===== src/rtl/i2s_sink.sv =====
// i2s_sink: I2S slave receiver oversampled on clk, emits {left,right} pairs.
// Define I2S_SINK_STATUS_EN for sticky frame_error/overrun and status_clear.
module i2s_sink #(
   parameter int WIDTH = 24,
   parameter int DELAY = 1
) (
   input  logic               clk,
   input  logic               reset,
   input  logic               bck,
   input  logic               lrck,
   input  logic               sdata,
   output logic [2*WIDTH-1:0] out_data,
   output logic               out_enable,
   input  logic               out_ready
`ifdef I2S_SINK_STATUS_EN
   ,
   output logic               frame_error,
   output logic               overrun,
   input  logic               status_clear
`endif
);

   localparam int SLOT_MAX = WIDTH + DELAY;
   localparam int SW = $clog2(SLOT_MAX + 1);
   localparam int BW = $clog2(WIDTH + 1);
   localparam logic [WIDTH-1:0] MSB_ONE = {1'b1, {(WIDTH-1){1'b0}}};

   typedef enum logic [1:0] {SYNC, LEFT, RIGHT} state_t;

   logic [2:0]         bck_q;
   logic [1:0]         lrck_q;
   logic [1:0]         sdata_q;
   state_t             state_q, state_d;
   logic               lr_prev_q;
   logic [SW-1:0]      slot_q, slot_d, eff_slot;
   logic [BW-1:0]      bits_q, bits_d, eff_bits;
   logic [WIDTH-1:0]   word_q, word_d, eff_word;
   logic [WIDTH-1:0]   left_q, left_d;
   logic [2*WIDTH-1:0] out_data_q, offer_data;
   logic               out_en_q;
   logic               strobe, lr, sd, trans, enter;
   logic               cap, done, fin_short, offer, load;

   always_ff @(posedge clk or posedge reset) begin
      if (reset) begin
         bck_q   <= '0;
         lrck_q  <= '0;
         sdata_q <= '0;
      end else begin
         bck_q   <= {bck_q[1:0], bck};
         lrck_q  <= {lrck_q[0], lrck};
         sdata_q <= {sdata_q[0], sdata};
      end
   end

   always_comb begin
      strobe   = bck_q[1] & ~bck_q[2];
      lr       = lrck_q[1];
      sd       = sdata_q[1];
      trans    = lr ^ lr_prev_q;
      // Leaving SYNC needs a 1->0 edge so the first pair starts with left.
      enter    = (state_q == SYNC) ? (lr_prev_q & ~lr) : trans;
      state_d  = state_q;
      if (enter) state_d = lr ? RIGHT : LEFT;
      eff_slot = enter ? '0 : slot_q;
      eff_bits = enter ? '0 : bits_q;
      eff_word = enter ? '0 : word_q;
      cap      = strobe && (state_d != SYNC)
                 && (int'(eff_slot) >= DELAY)
                 && (eff_bits < BW'(WIDTH));
      word_d   = (cap && sd) ? (eff_word | (MSB_ONE >> eff_bits))
                             : eff_word;
      bits_d   = cap ? eff_bits + 1'b1 : eff_bits;
      slot_d   = (eff_slot == SW'(SLOT_MAX)) ? eff_slot
                                             : eff_slot + 1'b1;
      done     = cap && (eff_bits == BW'(WIDTH - 1));
      // Bits land MSB-first in a cleared word, so a short word is zero-filled.
      fin_short = strobe && trans && (state_q != SYNC)
                  && (bits_q < BW'(WIDTH));
      left_d     = left_q;
      offer      = 1'b0;
      offer_data = {left_q, word_d};
      if (done && state_d == LEFT) begin
         left_d = word_d;
      end else if (fin_short && state_q == LEFT) begin
         left_d = word_q;
      end
      if (done && state_d == RIGHT) begin
         offer = 1'b1;
      end else if (fin_short && state_q == RIGHT) begin
         offer      = 1'b1;
         offer_data = {left_q, word_q};
      end
      load = offer && (!out_en_q || out_ready);
   end

   always_ff @(posedge clk or posedge reset) begin
      if (reset) begin
         state_q    <= SYNC;
         lr_prev_q  <= 1'b0;
         slot_q     <= '0;
         bits_q     <= '0;
         word_q     <= '0;
         left_q     <= '0;
         out_data_q <= '0;
         out_en_q   <= 1'b0;
      end else begin
         if (strobe) begin
            state_q   <= state_d;
            lr_prev_q <= lr;
            slot_q    <= slot_d;
            bits_q    <= bits_d;
            word_q    <= word_d;
            left_q    <= left_d;
         end
         if (load) begin
            out_data_q <= offer_data;
            out_en_q   <= 1'b1;
         end else if (out_ready) begin
            out_en_q   <= 1'b0;
         end
      end
   end

   assign out_data   = out_data_q;
   assign out_enable = out_en_q;

`ifdef I2S_SINK_STATUS_EN
   logic fe_q, ov_q, drop;

   assign drop = offer && out_en_q && !out_ready;

   always_ff @(posedge clk or posedge reset) begin
      if (reset) begin
         fe_q <= 1'b0;
         ov_q <= 1'b0;
      end else begin
         fe_q <= fin_short | (fe_q & ~status_clear);
         ov_q <= drop | (ov_q & ~status_clear);
      end
   end

   assign frame_error = fe_q;
   assign overrun     = ov_q;
`endif

endmodule


===== config.mk =====
export PLATFORM = sky130hd
export DESIGN_NAME = i2s_sink
export DESIGN_NICKNAME = d
export VERILOG_FILES = /design/src/rtl/i2s_sink.sv
export SDC_FILE = /design/constraint.sdc
export NUM_CORES = 1
export LEC_CHECK = 0
export CAP_MARGIN = 30
export CORE_UTILIZATION = 55
export CTS_BUF_LIST = sky130_fd_sc_hd__clkbuf_4
export DETAILED_ROUTE_END_ITERATION = 10
export PLACE_DENSITY = 0.86
export SETUP_SLACK_MARGIN = 0.02
export SYNTH_ARGS = -nofsm -noshare
export SYNTH_HDL_FRONTEND = slang
export SYNTH_SLANG_ARGS = --single-unit

===== constraint.sdc =====
create_clock -name clk -period 10.51 [get_ports clk]
set_clock_uncertainty 0.2 [all_clocks]
set_input_delay 2.102 -clock clk [delete_from_list [all_inputs] [get_ports clk]]
set_output_delay 2.102 -clock clk [all_outputs]
set_load 0.005 [all_outputs]

Word-level counts from Yosys, hierarchy flattened

Cells that the tools add are included.

Input bits: 6
Logic and storage cells: 67
Output and inout port bits: 49
Bits in registers: 117

Bitwise logic cells: 6
Reduce and logical (&&, ||, !) cells: 21
Equal/unequal tests: 6
Add/sub/neg operators: 2
Shift operators: 1
Mux-type cells: 17
$lt $le $gt $ge: 3

Operators by type and width:

| kind                                                | number |
|---|---|
| two-way mux 24 bit                                  | 6 |
| OR 24 bit                                           | 1 |
| right shift 24 x 5 -> 24 bit, first input constant  | 1 |
| two-way mux 5 bit                                   | 4 |
| logical AND 1 bit                                   | 13 |
| adder 5 x 1 -> 5 bit, second input constant         | 2 |
| == test 5 bit, second input constant                | 2 |
| less-than comparator 5 bit, second input constant   | 2 |
| nonzero test 2 bit                                  | 4 |
| >= comparator 5 x 1 -> 1 bit, second input constant | 1 |
| two-way mux 1 bit                                   | 5 |
| == test 2 x 1 -> 1 bit, second input constant       | 2 |
| == test 2 bit, second input constant                | 2 |
| two-way mux 2 bit                                   | 2 |
| bitwise AND 1 bit                                   | 2 |
| zero test 2 bit                                     | 1 |
| inverter 1 bit                                      | 2 |
| AND reduction 2 bit                                 | 1 |
| zero test 1 bit                                     | 1 |
| logical OR 1 bit                                    | 1 |
| bitwise XOR 1 bit                                   | 1 |

Longest topological paths before layout

Gate-level depths: netlist (run 1).

Depth in word-level cells: 13
Gate-level depth with buffers: 16
Depth with buffers taken out: 12

Worst setup path before layout (run 1)

Ideal clock, no wire load.

Kind: register -> register
Start: register lrck_q[1]
End: register out_data_q[1] (netlist: out_data[1])
Data arrival time: 3.373 ns
Setup slack: 6.810 ns
Period minus slack after synthesis: 3.700 ns
Required time: 10.183 ns
Buffers on the path: 4
Setup time: 0.127 ns
Stages on the path, launching flop included: 16
Cells stage by stage: dfrtp_1 inv_1 ha_1 buf_2 o21ai_0 nand2_1 clkbuf_1 and2_1 ha_1 nor2_1 a211oi_4 nand4_2 a21oi_2 buf_6 buf_8 mux2_1

Word-level cells in the longest chain between the ends: 12
Elaborated cells on any way between the ends: 32
Those cells by class: 2 x order compare; 2 x eq/ne; 1 x shift; 11 x mux; 4 x bitwise; 12 x reduce/logical

RTL lines:

| what                                                                                  | line | source |
|---|---|---|
| from (decl)                                                                           | 31   | `logic [1:0] lrck_q;` |
| from (signal assigned)                                                                | 51   | `lrck_q <= {lrck_q[0], lrck};` |
| parallel branches: the longest is 12 deep, another holds right shift 24 x 5 -> 24 bit | --   |  |
| to (signal assigned)                                                                  | 117  | `out_data_q <= offer_data;` |
| to (decl)                                                                             | 39   | `logic [2*WIDTH-1:0] out_data_q, offer_data;` |

Parallel ways; which one is timed is not known.
A chain may end at the register's enable or synchronous reset.

Worst setup path after layout (run 1)

Start: register lrck_q[1]
End: register out_data_q[45] (netlist: out_data[45])

Word-level cells in the longest chain between the ends: 12
Elaborated cells on any way between the ends: 25
Those cells by class: 2 x order compare; 2 x eq/ne; 7 x mux; 3 x bitwise; 11 x reduce/logical

RTL lines:

| what                                                                                  | line | source |
|---|---|---|
| parallel branches: the longest is 10 deep, another holds >= comparator 5 x 1 -> 1 bit | --   |  |
| two-way mux 1 bit (*)                                                                 | 88   | `if (done && state_d == RIGHT) begin` |
| logical AND 1 bit (*)                                                                 | 94   | `load = offer && (!out_en_q \|\| out_ready);` |

Every way passes the cells marked *.

==> results of run 1 <==
sequential cells by signal, indices dropped and copies added, names as in the netlist:
| signal | flops |
|---|---|
| slot_q | 5 |
| state_q | 2 |
| left_q | 24 |
| bck_q | 3 |
| lrck_q | 2 |
| out_enable | 1 |
| word_q | 24 |
| sdata_q | 2 |
| out_data | 48 |
| bits_q | 5 |
| lr_prev_q | 1 |
worst reg2reg max path, stage by stage, from the launching register on:
cell	delay [ps]
dfrtp_1	510
inv_1	130
ha_1	580
o21ai_0	230
nand2_1	450
and2_1	230
ha_1	250
nor2_1	120
a211oi_4	330
nand4_2	240
a21oi_4	190
buf_4	540
mux2_2	460
area by class of cell:
class | instances | share of cell area (%)
Tap cell | 129 | 2.584
Multi-Input combinational cell | 256 | 36.01
Sequential cell | 117 | 46.87
Clock buffer | 17 | 2.043
Inverter | 9 | 0.5808
Clock inverter | 15 | 2.463
Timing Repair Buffer | 58 | 9.453
cell families after synthesis:
group	synth area share, %
AND/OR/NAND/NOR	7.385
buffers and inverters	4.041
flip-flops	54.34
XOR/XNOR	0.4878
AO/OA/AOI/OAI	15.93
multiplexers	15.72
adder cells (fa/ha/maj)	2.090
Yosys cell counts (3+ instances only):
cell / instances
o21ai_0: 5
buf_6: 5
clkbuf_1: 8
mux2_2: 30
dfrtp_1: 117
nor2_1: 21
mux2_1: 15
and3_1: 3
a22o_1: 15
inv_1: 9
a32o_1: 26
nand2b_1: 5
ha_1: 9
a2bb2oi_1: 4
a21oi_2: 3
buf_4: 5
mux2_4: 20
nand4_1: 3
a21oi_1: 15
buf_2: 5
a21o_1: 4
a31oi_1: 4
nor2b_1: 3
a21boi_0: 3
nor3_1: 3
mux2i_1: 4
nand2_1: 17
power breakdown:
group          switching, mW  internal (mW)
Sequential            0.0361          0.483
Combinational          0.105         0.0710
Clock                  0.179          0.141
Total                  0.320          0.695
placed cells by master, fill, tap and decap left out, types with 8 or more instances in the layout:
cell and count:
a22o_1 15, a21oi_1 15, dfrtp_1 117, mux2_2 30, a32o_1 26, clkdlybuf4s50_1 54
inv_1 8, clkbuf_4 17, nand2_1 17, ha_1 9, mux2_4 20, nor2_1 21
mux2_1 15
stage by stage:
step / hold slack (ps) / setup WS [ps] / cell area, µm²
2_1_floorplan: 131.2 / 5107 / 5388
3_3_place_gp: 132.2 / 6212 / 5938
3_5_place_dp: 143.2 / 6038 / 5966
4_1_cts: 160.5 / 5997 / 6247
5_1_grt: 174.6 / 5674 / 6247
6_report: 158.3 / 5950 / 6247
metal layers:
metal  part of all wire, %  routed length (µm)  track usage [%]
met5                     0                   0                0
met4                   1.4                 159            8.473
met3                   4.9                 548            6.311
met2                    50                5496            40.31
met1                    44                4882            30.55
worst paths after layout:
kind	start	endpoint	slack (ps)	depth (start not counted)
worst max-delay path	lrck_q[1]	out_data[45]	5950	12
worst min-delay path	lrck_q[0]	lrck_q[1]	160	0
worst max register to register	lrck_q[1]	out_data[45]	5950	12
worst min register to register	lrck_q[0]	lrck_q[1]	160	0
max in group asynchronous	reset	out_data[4]	7080	3
min in group asynchronous	reset	out_data[45]	1840	2
==> impl_metrics.ini, run 1 <==
[detailed_routing]
routed_wl_um = 11090
vias = 3593
viasPerCell = 5.978
antenna_left = 0
wire_per_inst_um = 18.45
drt_first_iter_violations = 170
drcViolationCount = 0
first_pass_iters = 7

[grt]
grt_max_degree = 61
gr-usage-all-layers_pct = 24.15
grt_pass1_vias = 3754
grt_pass1_wl_um = 18650
grt_overflow_total = 0
antenna_found_initial = 0

[floorplanning]
start_util_pct = 57.49
core_area_mm2 = 0.009371
num_rows = 35
die_h_um = 101.0
dieArea_mm2 = 0.01020
ioPinCount = 55
die_w_um = 101.0

[setup_path]
worst_ep_required_time_ps = 10720
critPathTopFamily = simple AND/OR/NAND/NOR gates
path_class = reg -> reg
end_kind = flip-flop
cpMaxStageDelayCell = ha_1
critPathMaxFanout = 48
critical_path_arrival_ps = 4760
cpPeakStageDelay_ps = 580
crit_path_cell_trace = inv_1, ha_1, o21ai_0, nand2_1, and2_1, ha_1, nor2_1, a211oi_4, nand4_2, a21oi_4, buf_4, mux2_2
cp_num_buf_inv = 2
critical_path.startpoint_type = flip-flop
crit_path_frequent_cell = ha_1

[timing]
slew-limit-headroom_pct = 38.37
maxSlewViolCount = 0
worst_pin_slew_ps = 922.2
fin_crit_ps = 4560
finalSetupTns_ps = 0
rsz0062_at_grt = false
period_share_pct = 43.38
setup_viol = 0
fmax_ghz = 0.2193
hold_viol_final = 0

[synthesis]
synth_seq_area_share_pct = 54.34
yosysTopAreaCell = dfrtp_1
post_synth_num_cell_types = 63
synthTopCellsByArea = dfrtp_1, mux2_2, mux2_4, a32o_1, mux2_1
async_reset_ff_share_pct = 100.0
syn_inst = 407
ys_warn_count = 0
synth.cell_area_mm2 = 0.005388
ys.flop_type = dfrtp_1
synth_seq_cells = 117
synth_area_per_cell_um2 = 13.24
synth_top_area_share_pct = 54.34
synth_edf_count = 0
syn_nets = 422

[cells_and_area]
antennaDiodeCount = 0
regArea_mm2 = 0.002928
drive_gt1_share_pct = 20.55
area_delta_synth_final_pct = 15.95
post-route-util_pct = 66.66
fin_cells = 601
fillers = 724
multi_input_area_mm2 = 0.002250
nNetsFinal = 474

[flow_run]
cap_violations = 0

[place]
hpwl_um = 7461
gp_congestion = 0.9103
port_buffers = 54
dp_cells = 569

[clocking]
clk_pin_slew_ps = 110
cts_buffer_depth = 2
cts.sinks = 117
cts-root-buf = clkbuf_4
htreeDepth = 4
cts_tree = yes
clk_latency_ps = 520
post_cts_resized = 0
cts_made_buffers = 17
hold_buffers = 0
post-cts-setup-buffers = 0

[run_status]
status = finished clean

[power_and_ir_drop]
power.leakage_nw = 2.892
vdd_drop_max_v = 0.0001432
finalPower_mw = 1.015
power_density_mw_per_mm2 = 162.5

[hold_path]
hold_class = reg -> reg
No activity file was read; power rests on OpenSTA's default activity.
==> run 2, diff against run 1 <==
==> constraint.sdc (replaced) <==
create_clock -name clk -period 4.8 [get_ports clk]
set_clock_uncertainty 0.2 [all_clocks]
set_input_delay 0.96 -clock clk [delete_from_list [all_inputs] [get_ports clk]]
set_output_delay 0.96 -clock clk [all_outputs]
set_load 0.005 [all_outputs]
==> impl_metrics.ini, run 2 (synthesized netlist as in run 1, its figures left out) <==
[floorplanning]
core_area_mm2 = 0.009371
dieArea_mm2 = 0.01020
die_w_um = 101.0
num_rows = 35
ioPinCount = 55
die_h_um = 101.0
start_util_pct = 57.49

[setup_path]
path_class = reg -> reg
cp_num_buf_inv = 3
worst_ep_required_time_ps = 5030
end_kind = flip-flop
critical_path_arrival_ps = 4230
cpPeakStageDelay_ps = 590
critPathMaxFanout = 14
crit_path_cell_trace = inv_1, ha_1, o21ai_0, nand2_1, buf_4, nand2_1, inv_1, ha_1, o311ai_0, nor4_1, o31ai_1, a2bb2oi_1
critical_path.startpoint_type = flip-flop
critPathTopFamily = adder cells
cpMaxStageDelayCell = nor4_1

[clocking]
htreeDepth = 4
clk_pin_slew_ps = 100
cts_made_buffers = 17
hold_buffers = 0
clk_latency_ps = 510
post_cts_resized = 0
cts_tree = yes
post-cts-setup-buffers = 0
cts-root-buf = clkbuf_4
cts.sinks = 117
cts_buffer_depth = 2

[cells_and_area]
area_delta_synth_final_pct = 16.91
fillers = 687
multi_input_area_mm2 = 0.002250
regArea_mm2 = 0.002928
drive_gt1_share_pct = 20.63
post-route-util_pct = 67.21
nNetsFinal = 478
final_common_cell = dfrtp_1
fin_cells = 604
largest_reg_flops = 48
final_area_mm2 = 0.006299
antennaDiodeCount = 0
mostFrequentLayoutCells = dfrtp_1, clkdlybuf4s50_1, mux2_2, a32o_1, nor2_1

[power_and_ir_drop]
power.leakage_nw = 2.935
vdd_drop_max_v = 0.0002484
finalPower_mw = 2.309
power_density_mw_per_mm2 = 366.5

[timing]
slew-limit-headroom_pct = 40.07
hold_viol_final = 0
finalSetupTns_ps = 0
post-route-worst-setup-slack_ps = 793.8
holdWs_ps = 155.6
maxSlewViolCount = 0
rsz0062_at_grt = false
fmax_ghz = 0.2496
setup_viol = 0
period_share_pct = 83.46
worst_pin_slew_ps = 896.8
fin_crit_ps = 4006

[grt]
grt_pass1_vias = 3621
antenna_found_initial = 0
gr-usage-all-layers_pct = 23.95
grt_pass1_wl_um = 18300
grt_max_degree = 67
grt_overflow_total = 0

[detailed_routing]
antenna_left = 0
routed_wl_um = 11230
drt_first_iter_violations = 251
drcViolationCount = 0
viasPerCell = 6.035
wire_per_inst_um = 18.60
vias = 3645
first_pass_iters = 4

[place]
placed_area_mm2 = 0.005988
gp_congestion = 0.8617
pre_cts_ws_ps = 879.0
hpwl_um = 7684
dp_cells = 573
port_buffers = 54

[run_status]
status = finished clean

[flow_run]
cap_violations = 0

[hold_path]
hold_class = reg -> reg
## run 2: cell count changes in the layout (fill, tap and decap cells not counted), moves of 2 or more
| cell | previous run | this run |
|---|---|---|
| buf_4 | 3 | 7 |
| clkinvlp_4 | 5 | 1 |
| bufinv_16 | 2 | 4 |
| clkinv_1 | 2 | 4 |
## run 2: final cells by class
type | instances | area share, %
repair buffers | 62 | 9.734
flip-flops and latches | 117 | 46.48
well taps | 129 | 2.563
clock inverters | 14 | 2.900
inverters | 9 | 0.5761
clock buffers | 17 | 2.026
multi-input cells | 256 | 35.72
## run 2: routing by layer
layer	up-vias	GRT usage, %	part of all wire, %
met5	-	0	0
met4	0	8.696	1.4
met3	20	5.548	5.5
met2	120	39.04	50
met1	1850	31.53	43
li1	1655	-	-
## run 2: power by group
part	internal (mW)	switching, mW	total, mW
Sequential	1.06	0.0787	1.14
Clock	0.408	0.372	0.780
Combinational	0.159	0.234	0.393
## run 2: final timing paths
check                                to  cells past startpoint  slack, ps  startpoint
max in group asynchronous  out_data[46]                      3       2810       reset
min reg2reg                    bck_q[1]                      0        160    bck_q[0]
min in group asynchronous  out_data[16]                      2        740       reset
max                           left_q[1]                     12        790   lrck_q[1]
min                            bck_q[1]                      0        160    bck_q[0]
max reg2reg                   left_q[1]                     12        790   lrck_q[1]
## run 2: worst register-to-register path, delay by kind of cell, from the launching register on
| family | cells | cell delay [ps] |
|---|---|---|
| AOI/OAI and AO/OA | 4 | 850 |
| adders and majority gates | 2 | 1070 |
| buffers and inverters | 3 | 450 |
| DFF | 1 | 490 |
| and+or+nand+nor | 3 | 890 |
==> run 3, diff against run 2 <==
--- a/config.mk
+++ b/config.mk
@@ -6,7 +6,7 @@
 export NUM_CORES = 1
 export LEC_CHECK = 0
 export CAP_MARGIN = 30
-export CORE_UTILIZATION = 55
+export CORE_UTILIZATION = 53
 export CTS_BUF_LIST = sky130_fd_sc_hd__clkbuf_4
 export DETAILED_ROUTE_END_ITERATION = 10
 export PLACE_DENSITY = 0.86
==> constraint.sdc (replaced) <==
create_clock -name clk -period 3.5 [get_ports clk]
set_clock_uncertainty 0.2 [all_clocks]
set_input_delay 0.7 -clock clk [delete_from_list [all_inputs] [get_ports clk]]
set_output_delay 0.7 -clock clk [all_outputs]
set_load 0.005 [all_outputs]
==> impl_metrics.ini, run 3 (synthesized netlist as in run 1, its figures left out) <==
[run_status]
status = finished clean

[place]
port_buffers = 54
pre_cts_ws_ps = 165.4
hpwl_um = 7911
gp_congestion = 0.9100

[detailed_routing]
drcViolationCount = 0
routed_wl_um = 12620
viasPerCell = 6.006
wl_met3_um = 699
wl_met1_um = 5284
met2WireLength_um = 6369
dr.max_layer_used = met4
drt_first_iter_violations = 220
vias = 3790
first_pass_iters = 5
antenna_left = 0
wire_per_inst_um = 19.99

[grt]
gr-usage-all-layers_pct = 24.83
grt_pass1_vias = 3819
grt_max_degree = 53
antenna_found_initial = 0
grt_pass1_wl_um = 19340
grt_overflow_total = 0

[clocking]
clk_latency_ps = 530
cts-root-buf = clkbuf_4
htreeDepth = 4
cts_buffer_depth = 2
cts_tree = yes
cts.sinks = 117
cts_made_buffers = 17
clk_pin_slew_ps = 100
hold_buffers = 0

[floorplanning]
num_rows = 36
die_w_um = 102.8
die_h_um = 102.8
dieArea_mm2 = 0.01057
start_util_pct = 54.87
ioPinCount = 55
core_area_mm2 = 0.009819

[timing]
period_share_pct = 95.58
setup_viol = 0
finalSetupTns_ps = 0
fmax_ghz = 0.2989
worst_pin_slew_ps = 968.2
fin_crit_ps = 3345
slew-limit-headroom_pct = 35.30
rsz0062_at_grt = false
hold_viol_final = 0
post-route-worst-setup-slack_ps = 154.8
maxSlewViolCount = 0

[setup_path]
path_class = reg -> reg
critical_path_arrival_ps = 3550
cpPeakStageDelay_ps = 420
crit_path_cell_trace = inv_1, ha_2, o21ai_1, nand2_2, and2_1, ha_4, o22a_1, a31o_1, and4_1, a22o_1, mux2_1
cpMaxStageDelayCell = and4_1
end_kind = flip-flop
critPathMaxFanout = 12
critical_path.startpoint_type = flip-flop
worst_ep_required_time_ps = 3710

[cells_and_area]
largest_reg_flops = 48
drive_gt1_share_pct = 26.10
nNetsFinal = 502
final_common_cell = dfrtp_1
mostFrequentLayoutCells = dfrtp_1, clkdlybuf4s50_1, mux2_2, a32o_1, nor2_1
antennaDiodeCount = 0
area_delta_synth_final_pct = 23.43

[power_and_ir_drop]
power_density_mw_per_mm2 = 490.9
vdd_drop_max_v = 0.0005181
power.leakage_nw = 3.090

[flow_run]
cap_violations = 0

[hold_path]
hold_class = reg -> reg
## run 3: changes by cell type in the layout (fill, tap and decap cells not counted), moves of 3 or more
| cell | before | now |
|---|---|---|
| buf_4 | 7 | 20 |
| buf_12 | 1 | 6 |
| clkinv_1 | 4 | 0 |
| buf_6 | 0 | 3 |
| clkbuf_4 | 17 | 20 |
| clkinv_2 | 1 | 4 |
| ha_1 | 9 | 6 |
## run 3: repair_timing
action,4_1_cts,5_1_grt
hold endpoints to repair,0,0
endpoints found under the setup margin,0,60
buffers inserted,0,3
gates resized for setup,0,9
## run 3: critical path, delay by kind of cell, from the launching register on
kind	cells	cell delay (ps)
DFF	1	390
AOI/OAI and AO/OA	4	990
buffers and inverters	1	110
adders and majority gates	2	480
and+or+nand+nor	3	770
muxes	1	290
## run 3: through the flow
| step | instances | power (mW) | hold slack (ps) | utilization [%] | instance area (µm²) |
|---|---|---|---|---|---|
| after floorplan | 407 | 1.943 | 131.2 | - | 5403 |
| after global placement | 593 | 2.129 | 132.1 | 62.83 | 6170 |
| after detailed placement | 593 | 2.156 | 136.4 | 62.83 | 6170 |
| after CTS | 623 | 3.235 | 161.1 | 65.97 | 6477 |
| after global routing | 631 | 3.412 | 164.4 | 67.72 | 6650 |
| final | 631 | 3.264 | 157.0 | 67.72 | 6650 |
## run 3: final timing paths
path | start | depth (start not counted) | slack [ps] | to
worst max-delay path | lrck_q[1] | 11 | 150 | out_data[2]
worst min-delay path | sdata_q[0] | 0 | 160 | sdata_q[1]
worst max register to register | lrck_q[1] | 11 | 150 | out_data[2]
worst min register to register | sdata_q[0] | 0 | 160 | sdata_q[1]
max in group asynchronous | reset | 3 | 2030 | out_data[24]
min in group asynchronous | reset | 2 | 400 | bits_q[3]
## run 3: layout make-up
cell class                 instances  area [µm²]
tap                              133       166.4
multi-input combinational        256        2301
timing repair buffer              86       909.6
clock inverter                    10       157.7
inverter                           9       37.54
sequential                       117        2928
clock buffer                      20       150.1
fill                             708        3169
## run 3: per-layer routing
layer  vias up  GRT usage, %
li1       1695             -
met5         -             0
met2       149         40.56
met3        19         7.864
met1      1927         31.85
met4         0         7.367
## run 3: report_power, final
part,switching (mW),internal [mW],total [mW]
sequential,0.102,1.45,1.55
combinational,0.359,0.267,0.626
clock,0.506,0.581,1.09
total,0.967,2.30,3.26
